`src/rtl/millennium_clock_pkg.sv`:
```
// rtl/millennium_clock_pkg.sv - shared calendar constants and BCD leap-year helper
//
// Purpose : constants and helper functions shared by the month/year counter and
//           by the display/alarm logic that also needs the leap-year rule.
// Contents: MONTH_JAN, MONTH_DEC, BCD_MAX, YEAR_W, bcd_div4(), is_leap_bcd().
package millennium_clock_pkg;

  localparam logic [3:0] MONTH_JAN = 4'd1;
  localparam logic [3:0] MONTH_DEC = 4'd12;
  localparam logic [3:0] BCD_MAX   = 4'd9;
  localparam int         YEAR_W    = 16;

  // Two-digit BCD number "ab" divisible by 4: an even tens digit needs ones in
  // {0,4,8}; an odd tens digit needs ones in {2,6}.
  function automatic logic bcd_div4(input logic [3:0] a, input logic [3:0] b);
    logic w_b_048;
    logic w_b_26;
    w_b_048 = (b == 4'd0) || (b == 4'd4) || (b == 4'd8);
    w_b_26  = (b == 4'd2) || (b == 4'd6);
    return (!a[0] && w_b_048) || (a[0] && w_b_26);
  endfunction

  // Gregorian leap rule on a 4-digit BCD year: century years test the
  // thousands/hundreds pair, all other years test the tens/ones pair.
  function automatic logic is_leap_bcd(input logic [YEAR_W-1:0] year_bcd);
    if (year_bcd[7:0] == 8'h00)
      return bcd_div4(year_bcd[15:12], year_bcd[11:8]);
    else
      return bcd_div4(year_bcd[7:4], year_bcd[3:0]);
  endfunction

endpackage

```
`src/rtl/bcd_digit_counter.sv`:
```
// rtl/bcd_digit_counter.sv - single BCD digit up/down counter for a ripple chain
//
// Purpose : one decimal digit 0..9 that steps up or down and flags wrap.
// Ports   : clk      in  1  system clock
//           rst      in  1  synchronous active-high reset
//           rst_val  in  4  digit value loaded on reset
//           up       in  1  step up this cycle (wins over down)
//           down     in  1  step down this cycle
//           digit    out 4  current digit, always 0..9
//           carry    out 1  up requested while digit is 9 (wraps to 0)
//           borrow   out 1  down requested while digit is 0 (wraps to 9)
module bcd_digit_counter
  import millennium_clock_pkg::*;
(
  input  logic       clk,
  input  logic       rst,
  input  logic [3:0] rst_val,
  input  logic       up,
  input  logic       down,
  output logic [3:0] digit,
  output logic       carry,
  output logic       borrow
);

  logic [3:0] r_digit;

  assign digit  = r_digit;
  assign carry  = up && (r_digit == BCD_MAX);
  assign borrow = down && !up && (r_digit == 4'd0);

  always_ff @(posedge clk) begin
    if (rst) begin
      r_digit <= rst_val;
    end else if (up) begin
      r_digit <= carry ? 4'd0 : r_digit + 4'd1;
    end else if (down) begin
      r_digit <= borrow ? BCD_MAX : r_digit - 4'd1;
    end
  end

endmodule

```
`src/rtl/month_year_counter.sv`:
```
// rtl/month_year_counter.sv - month register and 4-digit BCD year above the day counter
//
// Purpose : advances month/year on the day counter's end-of-month carry, allows
//           manual month/year adjustment in set mode, reports leap year and the
//           year 9999 -> 0000 rollover carry.
// Config  : define MILLENNIUM_PULSE_EN to add the registered millennium_pulse output.
// Ports   : clk              in  1   system clock
//           rst              in  1   synchronous active-high reset
//           carry_in_day     in  1   day counter wrapped past the last day of month
//           ctrl_set         in  1   set mode; inc/dec adjust the selected field
//           sel_year         in  1   0 = adjust month, 1 = adjust year
//           inc              in  1   increment selected field
//           dec              in  1   decrement selected field (inc wins)
//           current_month    out 4   month 1..12
//           year_bcd         out 16  year, BCD thousands..ones
//           is_leap_year     out 1   leap flag of the current year
//           carry_out        out 1   Dec 9999 rolling over this cycle
//           millennium_pulse out 1   (MILLENNIUM_PULSE_EN) one cycle after a carry to x000
module month_year_counter
  import millennium_clock_pkg::*;
#(
  parameter logic [3:0]        RESET_MONTH = 4'd1,
  parameter logic [YEAR_W-1:0] RESET_YEAR  = 16'h2000
) (
  input  logic              clk,
  input  logic              rst,
  input  logic              carry_in_day,
  input  logic              ctrl_set,
  input  logic              sel_year,
  input  logic              inc,
  input  logic              dec,
  output logic [3:0]        current_month,
  output logic [YEAR_W-1:0] year_bcd,
  output logic              is_leap_year,
`ifdef MILLENNIUM_PULSE_EN
  output logic              millennium_pulse,
`endif
  output logic              carry_out
);

  logic [3:0]        r_month;
  logic [3:0]        w_month_next;
  logic [YEAR_W-1:0] w_year;

  logic w_norm_step;
  logic w_month_is_dec;
  logic w_set_inc;
  logic w_set_dec;
  logic w_year_up;
  logic w_year_down;

  // Index 0 feeds the ones digit; index i+1 is the carry/borrow out of digit i.
  logic [4:0] w_up;
  logic [4:0] w_down;

  // Set mode masks the day carry entirely; inc has priority over dec.
  assign w_norm_step    = carry_in_day && !ctrl_set;
  assign w_month_is_dec = (r_month == MONTH_DEC);
  assign w_set_inc      = ctrl_set && inc;
  assign w_set_dec      = ctrl_set && dec && !inc;

  assign w_year_up   = (w_norm_step && w_month_is_dec) || (w_set_inc && sel_year);
  assign w_year_down = w_set_dec && sel_year;

  always_comb begin
    w_month_next = r_month;
    if (w_norm_step || (w_set_inc && !sel_year)) begin
      w_month_next = w_month_is_dec ? MONTH_JAN : r_month + 4'd1;
    end else if (w_set_dec && !sel_year) begin
      w_month_next = (r_month == MONTH_JAN) ? MONTH_DEC : r_month - 4'd1;
    end
  end

  always_ff @(posedge clk) begin
    if (rst) begin
      r_month <= RESET_MONTH;
    end else begin
      r_month <= w_month_next;
    end
  end

  assign w_up[0]   = w_year_up;
  assign w_down[0] = w_year_down;

  for (genvar gi = 0; gi < 4; gi++) begin : g_year_digit
    bcd_digit_counter u_digit (
      .clk     (clk),
      .rst     (rst),
      .rst_val (RESET_YEAR[4*gi +: 4]),
      .up      (w_up[gi]),
      .down    (w_down[gi]),
      .digit   (w_year[4*gi +: 4]),
      .carry   (w_up[gi+1]),
      .borrow  (w_down[gi+1])
    );
  end

  assign current_month = r_month;
  assign year_bcd      = w_year;
  assign is_leap_year  = is_leap_bcd(w_year);

  // Carry out of the thousands digit only happens at 9999; masking with set mode
  // keeps manual year edits from looking like a calendar rollover.
  assign carry_out = w_up[4] && !ctrl_set;

`ifdef MILLENNIUM_PULSE_EN
  logic r_millennium_pulse;

  // The year lands on x000 exactly when a calendar carry increments an x999 year.
  always_ff @(posedge clk) begin
    if (rst) begin
      r_millennium_pulse <= 1'b0;
    end else begin
      r_millennium_pulse <= w_norm_step && w_month_is_dec && (w_year[11:0] == 12'h999);
    end
  end

  assign millennium_pulse = r_millennium_pulse;
`endif

endmodule

```
`config.mk`:
```
export PLATFORM = sky130hd
export DESIGN_NAME = month_year_counter
export DESIGN_NICKNAME = d
export VERILOG_FILES = /design/src/rtl/millennium_clock_pkg.sv /design/src/rtl/bcd_digit_counter.sv /design/src/rtl/month_year_counter.sv
export SDC_FILE = /design/constraint.sdc
export NUM_CORES = 1
export LEC_CHECK = 0
export ABC_AREA = 1
export CAP_MARGIN = 25
export CORE_MARGIN = 1.5
export CORE_UTILIZATION = 49
export DETAILED_ROUTE_END_ITERATION = 10
export PLACE_DENSITY = 0.79
export SLEW_MARGIN = 5
export SYNTH_ARGS = -nofsm -noshare
export SYNTH_HDL_FRONTEND = slang
export SYNTH_SLANG_ARGS = --single-unit
export TNS_END_PERCENT = 20
```
`constraint.sdc`:
```
create_clock -name clk -period 1.57 [get_ports clk]
set_input_delay 0.314 -clock clk [delete_from_list [all_inputs] [get_ports clk]]
set_output_delay 0.314 -clock clk [all_outputs]
set_load 0.005 [all_outputs]
```
# After elaboration in Yosys (flattened, before gate mapping)
# Cells that the tools add are included.
op_classes:
  add_sub_neg: 10
  n_eq_ne: 14
  mux: 21
  reduce_logical: 55
op_table:
  columns: ["op", "n"]
  rows:
  - ["two-way mux 4 bit", 20]
  - ["== test 4 bit (second input constant)", 7]
  - ["logical AND 1 bit", 26]
  - ["adder 4 x 1 -> 4 bit (second input constant)", 5]
  - ["subtractor 4 x 1 -> 4 bit (second input constant)", 5]
  - ["== test 4 x 3 -> 1 bit (second input constant)", 4]
  - ["zero test 4 bit", 4]
  - ["logical OR 1 bit", 10]
  - ["nonzero test 2 bit", 5]
  - ["zero test 1 bit", 9]
  - ["== test 4 x 2 -> 1 bit (second input constant)", 2]
  - ["zero test 8 bit", 1]
  - ["== test 4 x 1 -> 1 bit (second input constant)", 1]
  - ["two-way mux 1 bit", 1]
totals:
  register_bits: 20
  input_bits: 7
  output_inout_bits: 22
  elab_cells: 105

# Logic depth before layout (Yosys ltp)
depth:
  word_depth: 16
  mapped_depth: 13
  depth_no_buf: 13

# Hierarchy
# A second synthesis with hierarchy kept.
unflattened:
  cells_unflattened: 310
  hier_area_um2: 2152.1
by_module_without_submodules:
  columns: ["module", "instances", "cells_each", "area_per_inst_um2", "seq_area_each_um2"]
  rows:
  - ["bcd_digit_counter at g_year_digit[0].u_digit ...", 3, 55, 391.6, 120.1]
  - ["month_year_counter", 1, 90, 560.5, 80.1]
  - ["bcd_digit_counter at g_year_digit[3].u_digit", 1, 55, 416.6, 120.1]

# Worst setup path before layout
# No wires, ideal clock.
synth_path:
  path_kind: "register -> output"
  start: "register r_month[0] (netlist: current_month[0])"
  end: "output port carry_out"
  arrival_ns: 1.482
  required_time_ns: 1.256
  path_slack_ns: -0.226
  path_stages_with_launch: 9
  path_buffers: 0
  cell_sequence: "dfxtp_1 inv_1 ha_1 nand3_4 o21ai_4 nand2_4 nor2_4 nand3_1 nor2_1"
synth_via:
  elab_chain_len: 8
synth_rtl:
  columns: ["element", "line_no", "text"]
  rows:
  - ["from (decl)", "month_year_counter.sv:41", "logic [3:0] r_month;"]
  - ["from (signal assigned)", "month_year_counter.sv:78", "r_month <= w_month_next;"]
  - ["== test 4 bit", "month_year_counter.sv:58", "assign w_month_is_dec = (r_month == MONTH_DEC);"]
  - ["logical AND 1 bit", "month_year_counter.sv:62", "assign w_year_up = (w_norm_step && w_month_is_dec) || (w_set_inc && sel_year);"]
  - ["logical OR 1 bit", "month_year_counter.sv:62", null]
  - ["logical AND 1 bit (4 in series)", "bcd_digit_counter.sv:28", "assign carry = up && (r_digit == BCD_MAX);"]
  - ["logical AND 1 bit", "month_year_counter.sv:104", "assign carry_out = w_up[4] && !ctrl_set;"]
  - ["to (decl)", "month_year_counter.sv:38", "output logic carry_out"]
# No other way between the ends.

# Final worst setup path
layout_path:
  start: "input port carry_in_day"
  end: "output port carry_out"
layout_via:
  elab_chain_len: 8
layout_rtl:
  columns: ["element", "line_no", "text"]
  rows:
  - ["from (decl)", "month_year_counter.sv:27", "input logic carry_in_day,"]
  - ["logical AND 1 bit", "month_year_counter.sv:57", "assign w_norm_step = carry_in_day && !ctrl_set;"]
  - ["logical AND 1 bit", "month_year_counter.sv:62", null]
  - ["logical OR 1 bit", "month_year_counter.sv:62", null]
  - ["logical AND 1 bit (4 in series)", "bcd_digit_counter.sv:28", null]
  - ["logical AND 1 bit", "month_year_counter.sv:104", null]
# No other way between the ends.

==> impl_metrics.yaml <==
cts:
  cts_root_buffer: "clkbuf_8"
  cts_max_level: 1
  worstSkewPairLatency_ns: 0.27
  cts_buffer_depth: 2
  cts_made_buffers: 3
  hold_buffers: 0
  clock-sinks: 20
  clk_pin_slew_ns: 0.08
  cts_tree: "yes"
synthesis:
  synthFlopType: "dfxtp_1"
  synthTopCellsByCount: "38 x inv_1, 36 x nand2_1, 35 x nand3_1"
  synthCells: 261
  yosysTopAreaCell: "dfxtp_1"
  yosysMostFrequentCell: "inv_1"
  synth-edff-count: 0
  synth_fp_nets: 289
  syn_avg_cell_area_sq_um: 7.19
  syn_area_sq_um: 1880
  ys_seq_area_frac: 0.213
  synth_area_leaders: "dfxtp_1 21%, ha_1 14%, nand3_1 9.3%, inv_1 7.6%, nand2_1 7.2%"
  yosysWarnings: 0
  synth_cell_types: 32
  ys_ff_latch: 20
  synth_top_area_frac: 0.213
  async_flop_share: 0
pwr:
  ir_drop_v: 0.000517
  p_leak_nw: 1.71
  finalPower_w: 0.00161
  power_density_nw_per_um2: 511
setup_path:
  cp_max_fo: 3
  r2r_setup_slack_ns: -0.20
  regToRegStartpoint: "g_year_digit[1].u_digit.digit[0]"
  start_kind: "primary input"
  worstSetupPathType: "in -> out"
  rr_endpoint: "g_year_digit[1].u_digit.digit[1]"
  end_kind: "primary output"
  reg2reg_depth: 15
  arrival_ns: 1.62
  cp.required_ns: 1.26
placed_design:
  hpwl_um: 3860
  io_buffers: 28
  routabilityCongestion: 0.913
  dp.cells: 409
  preCtsSetupSlack_ns: -0.727
detailed_routing:
  viasPerCell: 5.51
  drt_first_pass_iters: 5
  wire_per_inst_um: 15.7
  post-route-drc-count: 0
  drtAntennaViolNets: 0
  routed_wl_um: 6640
  routed-via-count: 2337
  dr.first_iter.drc_count: 210
grt:
  grtUsageTotal: 0.269
  grt_pass1_wl_um: 8910
  grt_max_degree: 16
  grt_pass1_vias: 2159
  grt.overflow.total: 0
  antenna_found_initial: 0
floorplan:
  io_pins: 29
  die_area_sq_um: 4210
  rows: 22
  fp.coreArea_sq_um: 3660
  die_y_um: 64.9
  fp.dieW_um: 64.9
  initial_core_util: 0.512
worst_hold_path:
  hold_depth: 3
  min_to: "g_year_digit[0].u_digit.digit[2]"
  holdCritStartpoint: "g_year_digit[0].u_digit.digit[2]"
  hp-class: "reg -> reg"
layout:
  antenna_cells: 0
  final_layout_size_suffix_gt1_frac: 0.463
  fin_nets: 405
  finalNonFillerCells: 424
  area_delta_synth_final_pct: 67.8
  fin_util: 0.860
sta:
  layout_setup_ws_ns: -0.368
  hold_viol_final: 0
  fin_tns_setup_ns: -2.27
  fin_worst_skew_ns: 0.00950
  tightestPinTransition_ns: 0.335
  fin_crit_ns: 1.94
  setup_viol: 15
  slew_headroom: 0.776
  post-route-period-util: 1.23
  slew_viol_final: 0
  rsz0062_at_grt: "yes"
  fmax_mhz: 516
outcome:
  violations: "negative setup slack"
  outcome: "finished with violations"
run:
  cap_violations: 0
[through the flow]
stage	area (sq um)	hold WS, ns
CTS	2990	0.627
detailed placement	2800	0.630
global route	3150	0.655
global placement	2800	0.624
floorplan	1910	0.376
finish	3150	0.628
[critical path: stages]
cell	delay, ns
clkdlybuf4s50_1	0.50
nand2_2	0.12
o21ai_4	0.19
nand2_4	0.07
nor2_4	0.09
nand3_2	0.09
nor2_2	0.11
buf_2	0.13
[timing repair]
| item | 4_1_cts | 5_1_grt |
|---|---|---|
| hold endpoints to repair | 0 | 0 |
| gates resized for setup | 58 | 45 |
| buffers inserted | 8 | 5 |
| endpoints found under the setup margin | 27 | 31 |
| pin swaps | 17 | 16 |
[worst max-delay path by stage]
| stage | startpoint | endpoint | slack (ns) | cells past startpoint |
|---|---|---|---|---|
| final | carry_in_day | carry_out | -0.37 | 8 |
| after global routing | g_year_digit[1].u_digit.digit[1] | carry_out | -0.44 | 9 |
| after CTS | current_month[0] | carry_out | -0.25 | 9 |
| after detailed placement | ctrl_set | carry_out | -0.73 | 9 |
| after global placement | ctrl_set | carry_out | -0.70 | 9 |
| after floorplan | current_month[0] | carry_out | -0.16 | 8 |
[per-layer routing]
metal | vias to the layer above | part of all wire | track usage | wire, um
met4 | 0 | 0.043 | 0.152 | 285
met1 | 1081 | 0.39 | 0.316 | 2600
met3 | 32 | 0.067 | 0.0399 | 445
li1 | 1097 | - | - | -
met2 | 127 | 0.50 | 0.465 | 3310
met5 | - | 0 | 0 | 0
[kinds of logic after synthesis]
group / count (synthesis) / share of synthesized area
adder cells (fa/ha/maj): 21 / 0.140
XOR/XNOR: 16 / 0.0747
buffers and inverters: 44 / 0.0947
AO/OA/AOI/OAI: 42 / 0.135
AND/OR/NAND/NOR: 118 / 0.342
flip-flops: 20 / 0.213
[layout make-up]
class                           count  area (sq um)
Tap cell                           48          60.1
Timing Repair Buffer              113           986
Sequential cell                    20           427
Clock buffer                        4          45.0
Multi-Input combinational cell    197          1460
Fill cell                         190           513
Inverter                           42           166
[flip-flops by register name (all words and copies together) (netlist names)]
name,count
current_month,4
g_year_digit.u_digit.digit,16
[where the power goes]
| group | internal (W) | total [W] | switching [W] |
|---|---|---|---|
| Clock | 0.000182 | 0.000374 | 0.000193 |
| Combinational | 0.000339 | 0.000669 | 0.000330 |
| Sequential | 0.000539 | 0.000567 | 0.0000279 |
[cell usage in the layout, fill, tap and decap left out, types with 5 or more instances in the layout]
| cell | count |
|---|---|
| buf_6 | 14 |
| o211ai_1 | 7 |
| dlymetal6s2s_1 | 9 |
| nand2_1 | 33 |
| nand2_4 | 7 |
| nand3_1 | 32 |
| xor2_1 | 13 |
| inv_2 | 13 |
| buf_4 | 71 |
| dfxtp_2 | 15 |
| clkdlybuf4s50_1 | 10 |
| nor2_2 | 8 |
| a31oi_1 | 6 |
| nor2_1 | 11 |
| nand3_2 | 5 |
| ha_1 | 15 |
| inv_1 | 25 |
| o21ai_0 | 10 |
| o21ai_1 | 7 |
| dlygate4sd2_1 | 6 |
(Power assumes the default switching activity.)
==> edit (config.mk and constraints unchanged) <==
The option `MILLENNIUM_PULSE_EN` is turned on by a define.
--- a/src/rtl/month_year_counter.sv
+++ b/src/rtl/month_year_counter.sv
@@ -18,2 +18,4 @@
 //           millennium_pulse out 1   (MILLENNIUM_PULSE_EN) one cycle after a carry to x000
+`define MILLENNIUM_PULSE_EN
+
 module month_year_counter
Formal check against the unedited RTL (old outputs only; new: millennium_pulse): equivalent (Yosys induction, for registers that start in step).
==> edit against the original RTL <==
Sequential cell count up 1; clock power is 1% higher; largest cell class unchanged; setup slack got worse by 1.5 ps; final area decreased by 1.9%; largest power group unchanged; critical endpoint unchanged; routed wire length is 6.6% higher; total power is 2.4% lower; clock skew up 0.89 ps; the run still ends with setup timing left; area after synthesis down 0.80%; count of clock-buffer cells in the layout stayed put; fmax hardly changed; register-to-register slack better by 90 ps; sequential share of layout area up 1.4 points; core utilization decreased by 1.6 points; sequential power up 3%.
==> edit: results (changes against the original RTL) <==
Mapped Nets=288 (-0.35%); # nets final=397 (-2.0%); Seq/Total Area, Yosys=0.226 (+0.0125); crit-path max FO=2 (-1); R2R Setup Slk=-110 ps (+90 ps); final setup skew=10.4 ps (+0.887 ps); Int Pwr=1.03 mW (-2.9%); pre-CTS setup slack=-599 ps (+128 ps); post-synth cell types=33 (+3.1%); post-route setup slack=-370 ps (-1.54 ps); Inst Count DP=401 (-2.0%); vias in the first global route=2182 (+1.1%); DRT Wirelength=7.08 mm (+6.6%); top post-synthesis cells by area=dfxtp_1 23%, ha_1 14%, nand3_1 11%, inv_1 7.1%, nand2_1 7.1%; Avg Cell Area, Syn=7.16 µm² (-0.42%); endpoints failing setup=14 (-1); LEAKAGE=1.69 nW (-1.5%); outcome=finished, violations left; global-route wire length before repair=9.89 mm (+11%); largest net degree at the start of global routing=12 (-4); vias=2420 (+3.6%); failing checks=setup timing; Max transition margin=0.795 (+0.0189); WHS Endpoint=g_year_digit[3].u_digit.digit[1]; initial DRC count=160 (-24%); Critical R2R Launch=current_month[0]; Commonest cells post-synth=40 x nand3_1, 35 x inv_1, 35 x nand2_1, 21 x dfxtp_1, 21 x ha_1; Hold Crit Start=g_year_digit[3].u_digit.digit[1]; GRT Total Usage=0.296 (+0.0269); IO Port Bufs=29 (+3.6%)
edit: changes by cell type in the layout (fill, tap and decap cells not counted), sizes merged, moves of 2 or more:
cell           before  now
buf                88   80
xor2               13   11
or2                 2    0
nand4               5    3
nor2               23   18
nand3              39   44
o21ai              21   23
clkdlybuf4s50      10    8
dlymetal6s2s        9   11
edit: routing by layer:
metal | vias up | GRT usage | wire, µm
li1 | 1097 | - | -
met1 | 1131 | 0.341 | 2660
met4 | 0 | 0.117 | 381
met5 | - | 0 | 0
met3 | 48 | 0.0590 | 492
met2 | 144 | 0.535 | 3550
edit: per-stage QoR:
stage	total power [mW]	cell area (µm²)	setup TNS [ps]	hold WS (ps)
6_report	1.57	3090	-1520	639
5_1_grt	1.65	3090	-2340	654
4_1_cts	1.51	2920	-590	600
3_5_place_dp	1.12	2710	-7950	612
3_3_place_gp	1.11	2710	-6290	575
2_1_floorplan	0.865	1880	-67.6	390
edit: worst max-delay path by stage:
stage | endpoint | start
2_1_floorplan | carry_out | current_month[0]
3_3_place_gp | carry_out | ctrl_set
3_5_place_dp | carry_out | ctrl_set
4_1_cts | is_leap_year | g_year_digit[2].u_digit.digit[1]
5_1_grt | carry_out | g_year_digit[1].u_digit.digit[1]
6_report | carry_out | g_year_digit[2].u_digit.digit[1]
edit: critical path, stage by stage, from the launching register on:
cell and delay [ps]:
dfxtp_2 330, inv_2 70, ha_4 120, nand2_2 60, nor2_4 110, nand2_2 90, nor2_4 130, nand2_4 70
inv_2 60, nand2_2 60, nor2_2 110, buf_2 140
edit: cell type report:
cell class,count,area (µm²),share of cell area
multi-input combinational,195,1460,0.472
timing repair buffer,106,901,0.292
sequential,21,462,0.150
inverter,42,163,0.0527
tap,48,60.1,0.0194
clock buffer,4,45.0,0.0146
edit: logic make-up (layout without fill, tap and decap cells):
family	count (synthesis)	after routing	share of synthesized area
buf+inv	44	152	0.0935
simple gates	114	114	0.328
fa+ha+maj	21	21	0.141
flops	21	21	0.226
compound gates	47	47	0.151
xor+xnor	13	13	0.0612
edit: repair_timing:
| item | CTS | global route |
|---|---|---|
| pin swaps | 13 | 16 |
| hold buffers | 0 | 0 |
| hold endpoints to repair | 0 | 0 |
| setup buffers | 5 | 6 |
| gates resized for setup | 61 | 38 |
| setup endpoints to repair | 28 | 30 |
edit: power by group through the flow:
stage                     registers (mW)  clock network (mW)  logic, mW
after detailed placement           0.599                   0      0.526
after global placement             0.597                   0      0.510
final                              0.586               0.379      0.605
after floorplan                    0.615                   0      0.251
after global routing               0.588               0.411      0.651
after CTS                          0.585               0.376      0.548
